File: config.mk
export PLATFORM = sky130hd
export DESIGN_NAME = buffer_upsize_fifo
export DESIGN_NICKNAME = d
export VERILOG_FILES = /design/src/rtl/buffer_pkg.sv /design/src/rtl/sync_fifo_fwft.sv /design/src/rtl/buffer_upsize_fifo.sv
export SDC_FILE = /design/constraint.sdc
export NUM_CORES = 2
export LEC_CHECK = 0
export ABC_AREA = 1
export BUFFER_PORTS_ARGS = -buffer_cell sky130_fd_sc_hd__buf_2
export CAP_MARGIN = 20
export CORE_AREA = 5 5 555 392
export CTS_BUF_LIST = sky130_fd_sc_hd__clkbuf_8
export DETAILED_ROUTE_END_ITERATION = 8
export DIE_AREA = 0 0 560 397
export PLACE_DENSITY_LB_ADDON = 0.08
export SLEW_MARGIN = 20
export SYNTH_ARGS = -nofsm -noshare
export SYNTH_HDL_FRONTEND = slang
export SYNTH_SLANG_ARGS = --single-unit
File: constraint.sdc
create_clock -name clk -period 24.5 [get_ports clk]
set_input_delay 1.225 -clock clk [delete_from_list [all_inputs] [get_ports clk]]
set_output_delay 1.225 -clock clk [all_outputs]
set_load 0.01 [all_outputs]
File: src/rtl/buffer_pkg.sv
// Shared sizing helpers and default-configuration types for the narrow-to-wide upsizing buffer.
package buffer_pkg;

  localparam int IN_W_DEF  = 64;
  localparam int OUT_W_DEF = 512;
  localparam int DEPTH_DEF = 4;

  function automatic int calc_ratio(input int out_w, input int in_w);
    return out_w / in_w;
  endfunction

  // Lane counters must also hold RATIO itself (a full word's out_lanes).
  function automatic int lane_w(input int ratio);
    return $clog2(ratio + 1);
  endfunction

  localparam int RATIO_DEF  = calc_ratio(OUT_W_DEF, IN_W_DEF);
  localparam int LANE_W_DEF = lane_w(RATIO_DEF);

  typedef logic [LANE_W_DEF-1:0] lane_cnt_t;

  typedef struct packed {
    logic [OUT_W_DEF-1:0] data;
    lane_cnt_t            lanes;
  } fifo_entry_t;

endpackage

File: src/rtl/sync_fifo_fwft.sv
// First-word-fall-through FIFO: head entry is visible on rdata whenever the FIFO is non-empty.
module sync_fifo_fwft #(
  parameter int WIDTH = 8,
  parameter int DEPTH = 4
) (
  input  logic                       clk,
  input  logic                       rst,
  input  logic                       clr,
  input  logic                       push,
  input  logic                       pop,
  input  logic [WIDTH-1:0]           wdata,
  output logic [WIDTH-1:0]           rdata,
  output logic [$clog2(DEPTH+1)-1:0] count,
  output logic                       empty
);

  localparam int PTR_W = $clog2(DEPTH);
  localparam int CNT_W = $clog2(DEPTH + 1);
  localparam logic [CNT_W-1:0] DEPTH_C = CNT_W'(DEPTH);

  if (DEPTH < 2 || (DEPTH & (DEPTH - 1)) != 0) begin : g_bad_depth
    $error("sync_fifo_fwft: DEPTH must be a power of two and at least 2");
  end

  logic [WIDTH-1:0] mem_q [DEPTH];
  logic [WIDTH-1:0] mem_d [DEPTH];
  logic [PTR_W-1:0] wr_ptr_q, wr_ptr_d;
  logic [PTR_W-1:0] rd_ptr_q, rd_ptr_d;
  logic [CNT_W-1:0] count_q, count_d;
  logic             pop_act;
  logic             push_act;

  always_comb begin
    pop_act  = pop & (count_q != '0);
    push_act = push & ((count_q != DEPTH_C) | pop_act);
    mem_d    = mem_q;
    wr_ptr_d = wr_ptr_q;
    rd_ptr_d = rd_ptr_q;
    count_d  = count_q;
    if (clr) begin
      wr_ptr_d = '0;
      rd_ptr_d = '0;
      count_d  = '0;
    end else begin
      if (push_act) begin
        mem_d[wr_ptr_q] = wdata;
        wr_ptr_d        = wr_ptr_q + PTR_W'(1);
      end
      if (pop_act) begin
        rd_ptr_d = rd_ptr_q + PTR_W'(1);
      end
      case ({push_act, pop_act})
        2'b10:   count_d = count_q + CNT_W'(1);
        2'b01:   count_d = count_q - CNT_W'(1);
        default: count_d = count_q;
      endcase
    end
  end

  always_ff @(posedge clk or negedge rst) begin
    if (!rst) begin
      wr_ptr_q <= '0;
      rd_ptr_q <= '0;
      count_q  <= '0;
    end else begin
      wr_ptr_q <= wr_ptr_d;
      rd_ptr_q <= rd_ptr_d;
      count_q  <= count_d;
    end
  end

  // Storage needs no reset: stale contents are never visible while empty.
  always_ff @(posedge clk) begin
    mem_q <= mem_d;
  end

  assign empty = (count_q == '0);
  assign count = count_q;
  assign rdata = empty ? '0 : mem_q[rd_ptr_q];

  always @(posedge clk) begin
    if (rst) begin
      assert (count_q <= DEPTH_C);
      assert (!(push && !pop_act && count_q == DEPTH_C));
    end
  end

endmodule

File: src/rtl/buffer_upsize_fifo.sv
// Packs IN_W-bit writes into OUT_W-bit words (lane 0 at LSBs) and queues them with a lane count in a FWFT FIFO.
module buffer_upsize_fifo
  import buffer_pkg::*;
#(
  parameter int IN_W  = IN_W_DEF,
  parameter int OUT_W = OUT_W_DEF,
  parameter int DEPTH = DEPTH_DEF
) (
  input  logic                                         clk,
  input  logic                                         rst,
  input  logic                                         clr,
  input  logic [IN_W-1:0]                              data_in,
  input  logic                                         wr_enable,
  input  logic                                         flush,
  input  logic                                         rd_enable,
  output logic [OUT_W-1:0]                             data_out,
  output logic [lane_w(calc_ratio(OUT_W, IN_W))-1:0]   out_lanes,
  output logic [$clog2(DEPTH+1)-1:0]                   count,
  output logic                                         full,
  output logic                                         full_n,
  output logic                                         empty
);

  localparam int RATIO  = calc_ratio(OUT_W, IN_W);
  localparam int LANE_W = lane_w(RATIO);
  localparam int CNT_W  = $clog2(DEPTH + 1);
  localparam int ENT_W  = OUT_W + LANE_W;
  localparam logic [LANE_W-1:0] LAST_LANE = LANE_W'(RATIO - 1);
  localparam logic [CNT_W-1:0]  DEPTH_C   = CNT_W'(DEPTH);

  if ((OUT_W % IN_W) != 0 || (OUT_W / IN_W) < 2) begin : g_bad_ratio
    $error("buffer_upsize_fifo: OUT_W must be a multiple of IN_W with RATIO >= 2");
  end

  logic [OUT_W-1:0]  asm_q, asm_d, asm_w;
  logic [LANE_W-1:0] lane_cnt_q, lane_cnt_d, lanes_w;
  logic              room;
  logic              wr_acc;
  logic              word_done;
  logic              flush_go;
  logic              push;
  logic [ENT_W-1:0]  head;

  // Room exists if the FIFO has a free slot or the head is leaving this same edge.
  assign room   = (count < DEPTH_C) | (rd_enable & ~empty);
  assign full   = (lane_cnt_q == LAST_LANE) & ~room;
  assign full_n = ~full;

  always_comb begin
    wr_acc = wr_enable & ~full;
    asm_w  = asm_q;
    for (int i = 0; i < RATIO; i++) begin
      if (wr_acc && lane_cnt_q == LANE_W'(i)) begin
        asm_w[i*IN_W +: IN_W] = data_in;
      end
    end
    lanes_w    = lane_cnt_q + {{(LANE_W-1){1'b0}}, wr_acc};
    word_done  = wr_acc & (lane_cnt_q == LAST_LANE);
    flush_go   = flush & (lanes_w != '0) & room;
    push       = ~clr & (word_done | flush_go);
    asm_d      = asm_w;
    lane_cnt_d = lanes_w;
    if (clr || push) begin
      asm_d      = '0;
      lane_cnt_d = '0;
    end
  end

  always_ff @(posedge clk or negedge rst) begin
    if (!rst) begin
      asm_q      <= '0;
      lane_cnt_q <= '0;
    end else begin
      asm_q      <= asm_d;
      lane_cnt_q <= lane_cnt_d;
    end
  end

  sync_fifo_fwft #(
    .WIDTH (ENT_W),
    .DEPTH (DEPTH)
  ) u_fifo (
    .clk   (clk),
    .rst   (rst),
    .clr   (clr),
    .push  (push),
    .pop   (rd_enable),
    .wdata ({asm_w, lanes_w}),
    .rdata (head),
    .count (count),
    .empty (empty)
  );

  assign data_out  = head[ENT_W-1:LANE_W];
  assign out_lanes = head[LANE_W-1:0];

endmodule

==> impl_metrics.py <==
metrics = {
    "timing": {
        "rsz0062_at_grt": "false",
        "fin_setup_tns_ps": 0,
        "final_max_slew_viol_count": 0,
        "slew_headroom_pct": 13.9,
        "fmax_mhz": 127,
        "fin_skew_ps": 50.4,
        "setup_ws_ps": 16640,
        "finalCritPeriodShare_pct": 32.1,
        "setup_violations": 0,
        "fin_crit_ps": 7860,
        "worst_pin_slew_ps": 1290,
        "hold_viol": 0,
    },
    "outcome": {
        "status": "complete, no violations",
    },
    "critical_path": {
        "required_ps": 23270,
        "crit_type": "reg2out",
        "end_kind": "output port",
        "critPathLaunchType": "flip-flop",
        "crit_path_max_fanout": 190,
        "cp.arrival_ps": 6630,
    },
    "grt": {
        "grt_max_degree": 217,
        "grt_pass1_wl_um": 463000,
        "grt_overflow_total": 0,
        "first_global_vias": 66700,
        "globalRouteTotalUtil_pct": 28.2,
        "grt_antenna_before_repair": 40,
    },
    "finish": {
        "drive_gt1_share_pct": 14.8,
        "synthToLayoutAreaGrowth_pct": 12.4,
        "fill_cells": 18000,
        "final_cell_area_um2": 118000,
        "final_core_utilization_pct": 55.7,
        "fin_cells": 12800,
        "nets": 9750,
    },
    "clock_tree": {
        "hold_buffers": 0,
        "max-clock-path-buffers": 4,
        "cts_resized": 0,
        "insertion_delay_ps": 970,
        "cts_made_buffers": 399,
        "cts_sinks": 2587,
        "path_clk_slew_ps": 70,
        "cts_setup_buffers": 0,
        "h-tree-depth": 5,
        "cts_tree": "built",
        "cts_root_buf": "clkbuf_8",
    },
    "logic_synthesis": {
        "yosys_warnings": 0,
        "yosysSeqAreaShare_pct": 71.4,
        "yosysMostFrequentCell": "nor2_1",
        "yosys_register_bits": 2587,
        "yosysTopAreaCell": "edfxtp_1",
        "synth_top_area_share_pct": 59.0,
        "synth-main-ff-cell": "edfxtp_1",
        "yosysUniqueCellTypes": 31,
        "synthesis.area_um2": 105000,
        "ys_top_cells_by_area": "edfxtp_1, dfrtp_1, nor2_1, o21ai_0, a21oi_1",
        "synth_edf_count": 2064,
        "synthTopCellsByCount": "nor2_1, edfxtp_1, o21ai_0",
        "synthArstFlopShare_pct": 20.2,
        "synth_area_per_cell_um2": 11.5,
        "synth_cells": 9158,
        "syn-num-nets": 9235,
    },
    "route": {
        "viasPerCell": 5.50,
        "final_antenna_net_count": 0,
        "drc": 0,
        "post_drt_wl_per_cell_um": 25.0,
        "drt-pass1-iter-count": 5,
        "drt_wl_total_um": 321000,
        "dr_total_vias": 70500,
        "drt_iter0_markers": 7027,
    },
    "floorplanning": {
        "fp.dieH_um": 397,
        "ioPinCount": 592,
        "dieArea_um2": 222000,
        "core_area_um2": 212000,
        "initial_core_util_pct": 49.5,
        "die_w_um": 560,
        "rows": 142,
    },
    "hold_path": {
        "hold_path.class": "in2async",
    },
    "pwr": {
        "ir_drop_mv": 0.209,
        "p_leak_nw": 46.4,
        "powerDensity_nw_per_um2": 96.0,
    },
    "placement": {
        "dp.cells": 12100,
        "place_area_um2": 110000,
        "place_congestion": 0.790,
        "io_buffers": 591,
        "pre_cts_ws_ps": 16340,
        "dp_hpwl_um": 179000,
    },
    "run": {
        "drv_cap": 0,
    },
}
## per-stage QoR
step | power, mW | hold slack (ps)
2_1_floorplan | 6.64 | 513
3_3_place_gp | 7.94 | 567
3_5_place_dp | 7.95 | 566
4_1_cts | 11.4 | 278
5_1_grt | 11.8 | 319
6_report | 11.3 | 319
## per-layer routing
layer | up-vias | global-route usage (%) | wire, um
met1 | 35100 | 40.2 | 138000
met2 | 2622 | 44.5 | 149000
met3 | 432 | 5.44 | 25600
met5 | - | 0 | 0
met4 | 0 | 8.61 | 9120
li1 | 32400 | - | -
## report_power, final
group	internal (mW)	switching (mW)	total (mW)
logic	0.715	2.19	2.90
registers	4.91	0.0458	4.95
clock network	1.80	1.69	3.49
## state kept, by name, summed over array words and instances, names as in the netlist
signal / cells
asm_q: 512
lane_cnt_q: 4
u_fifo.rd_ptr_q: 2
u_fifo.wr_ptr_q: 2
u_fifo.mem_q: 2064
u_fifo.count: 3
## final timing paths
| path | from | slack (ps) | cells past startpoint | endpoint |
|---|---|---|---|---|
| min in group clk | u_fifo.wr_ptr_q[0] | 570 | 1 | u_fifo.wr_ptr_q[0] |
| hold reg to reg | u_fifo.wr_ptr_q[0] | 570 | 1 | u_fifo.wr_ptr_q[0] |
| setup / recovery | u_fifo.rd_ptr_q[0] | 16640 | 7 | data_out[313] |
| setup reg to reg | lane_cnt_q[1] | 17050 | 17 | u_fifo.mem_q[1888] |
| hold / removal | rst | 320 | 1 | asm_q[346] |
| max in group asynchronous | rst | 21710 | 3 | asm_q[19] |
## kinds of logic (layout without fill, tap and decap cells)
group                      after synthesis  count (layout)  share of synthesized area [%]
and+or+nand+nor                       2957            2957                           11.3
DFF                                   2587            2587                           71.4
AOI/OAI and AO/OA                     2263            2263                           12.2
buffers and inverters                 1343            2194                           5.05
adders and majority gates                7               7                         0.0905
xor gates and xnor gates                 1               1                        0.00833
other                                    0              15                              0
## placed cells by master (no fill, tap or decap), types with 3 or more instances in the layout
cell type / count
a211oi_1: 64
a211oi_2: 128
a21oi_1: 714
buf_12: 11
buf_2: 589
buf_4: 118
buf_6: 3
bufinv_16: 7
clkbuf_8: 466
clkinv_1: 123
clkinv_2: 43
clkinvlp_4: 6
dfrtp_1: 521
diode_2: 15
edfxtp_1: 2064
ha_1: 6
inv_1: 737
inv_2: 76
inv_6: 7
inv_8: 3
nand2_1: 534
nand2_4: 4
nand3_1: 8
nor2_1: 2203
nor2_4: 7
nor3b_1: 192
o21a_1: 128
o21ai_0: 1143
o21ai_1: 85
## final cells by class
cell class / count / area, um2 / share of cell area, %
Clock inverter: 272 / 1310 / 1.11
Antenna cell: 15 / 37.5 / 0.0318
Tap cell: 2808 / 3510 / 2.97
Clock buffer: 465 / 6400 / 5.42
Multi-Input combinational cell: 5228 / 24900 / 21.0
Inverter: 731 / 2780 / 2.35
Sequential cell: 2587 / 75100 / 63.5
Timing Repair Buffer: 726 / 4190 / 3.54
## worst max-delay path, stage by stage (launching register included)
cell and delay, ps:
dfrtp_4 750, inv_8 810, buf_4 770, buf_4 840
buf_4 970, o21ai_0 220, a21oi_1 860, buf_2 280
Power figures use the tool's default switching activity.
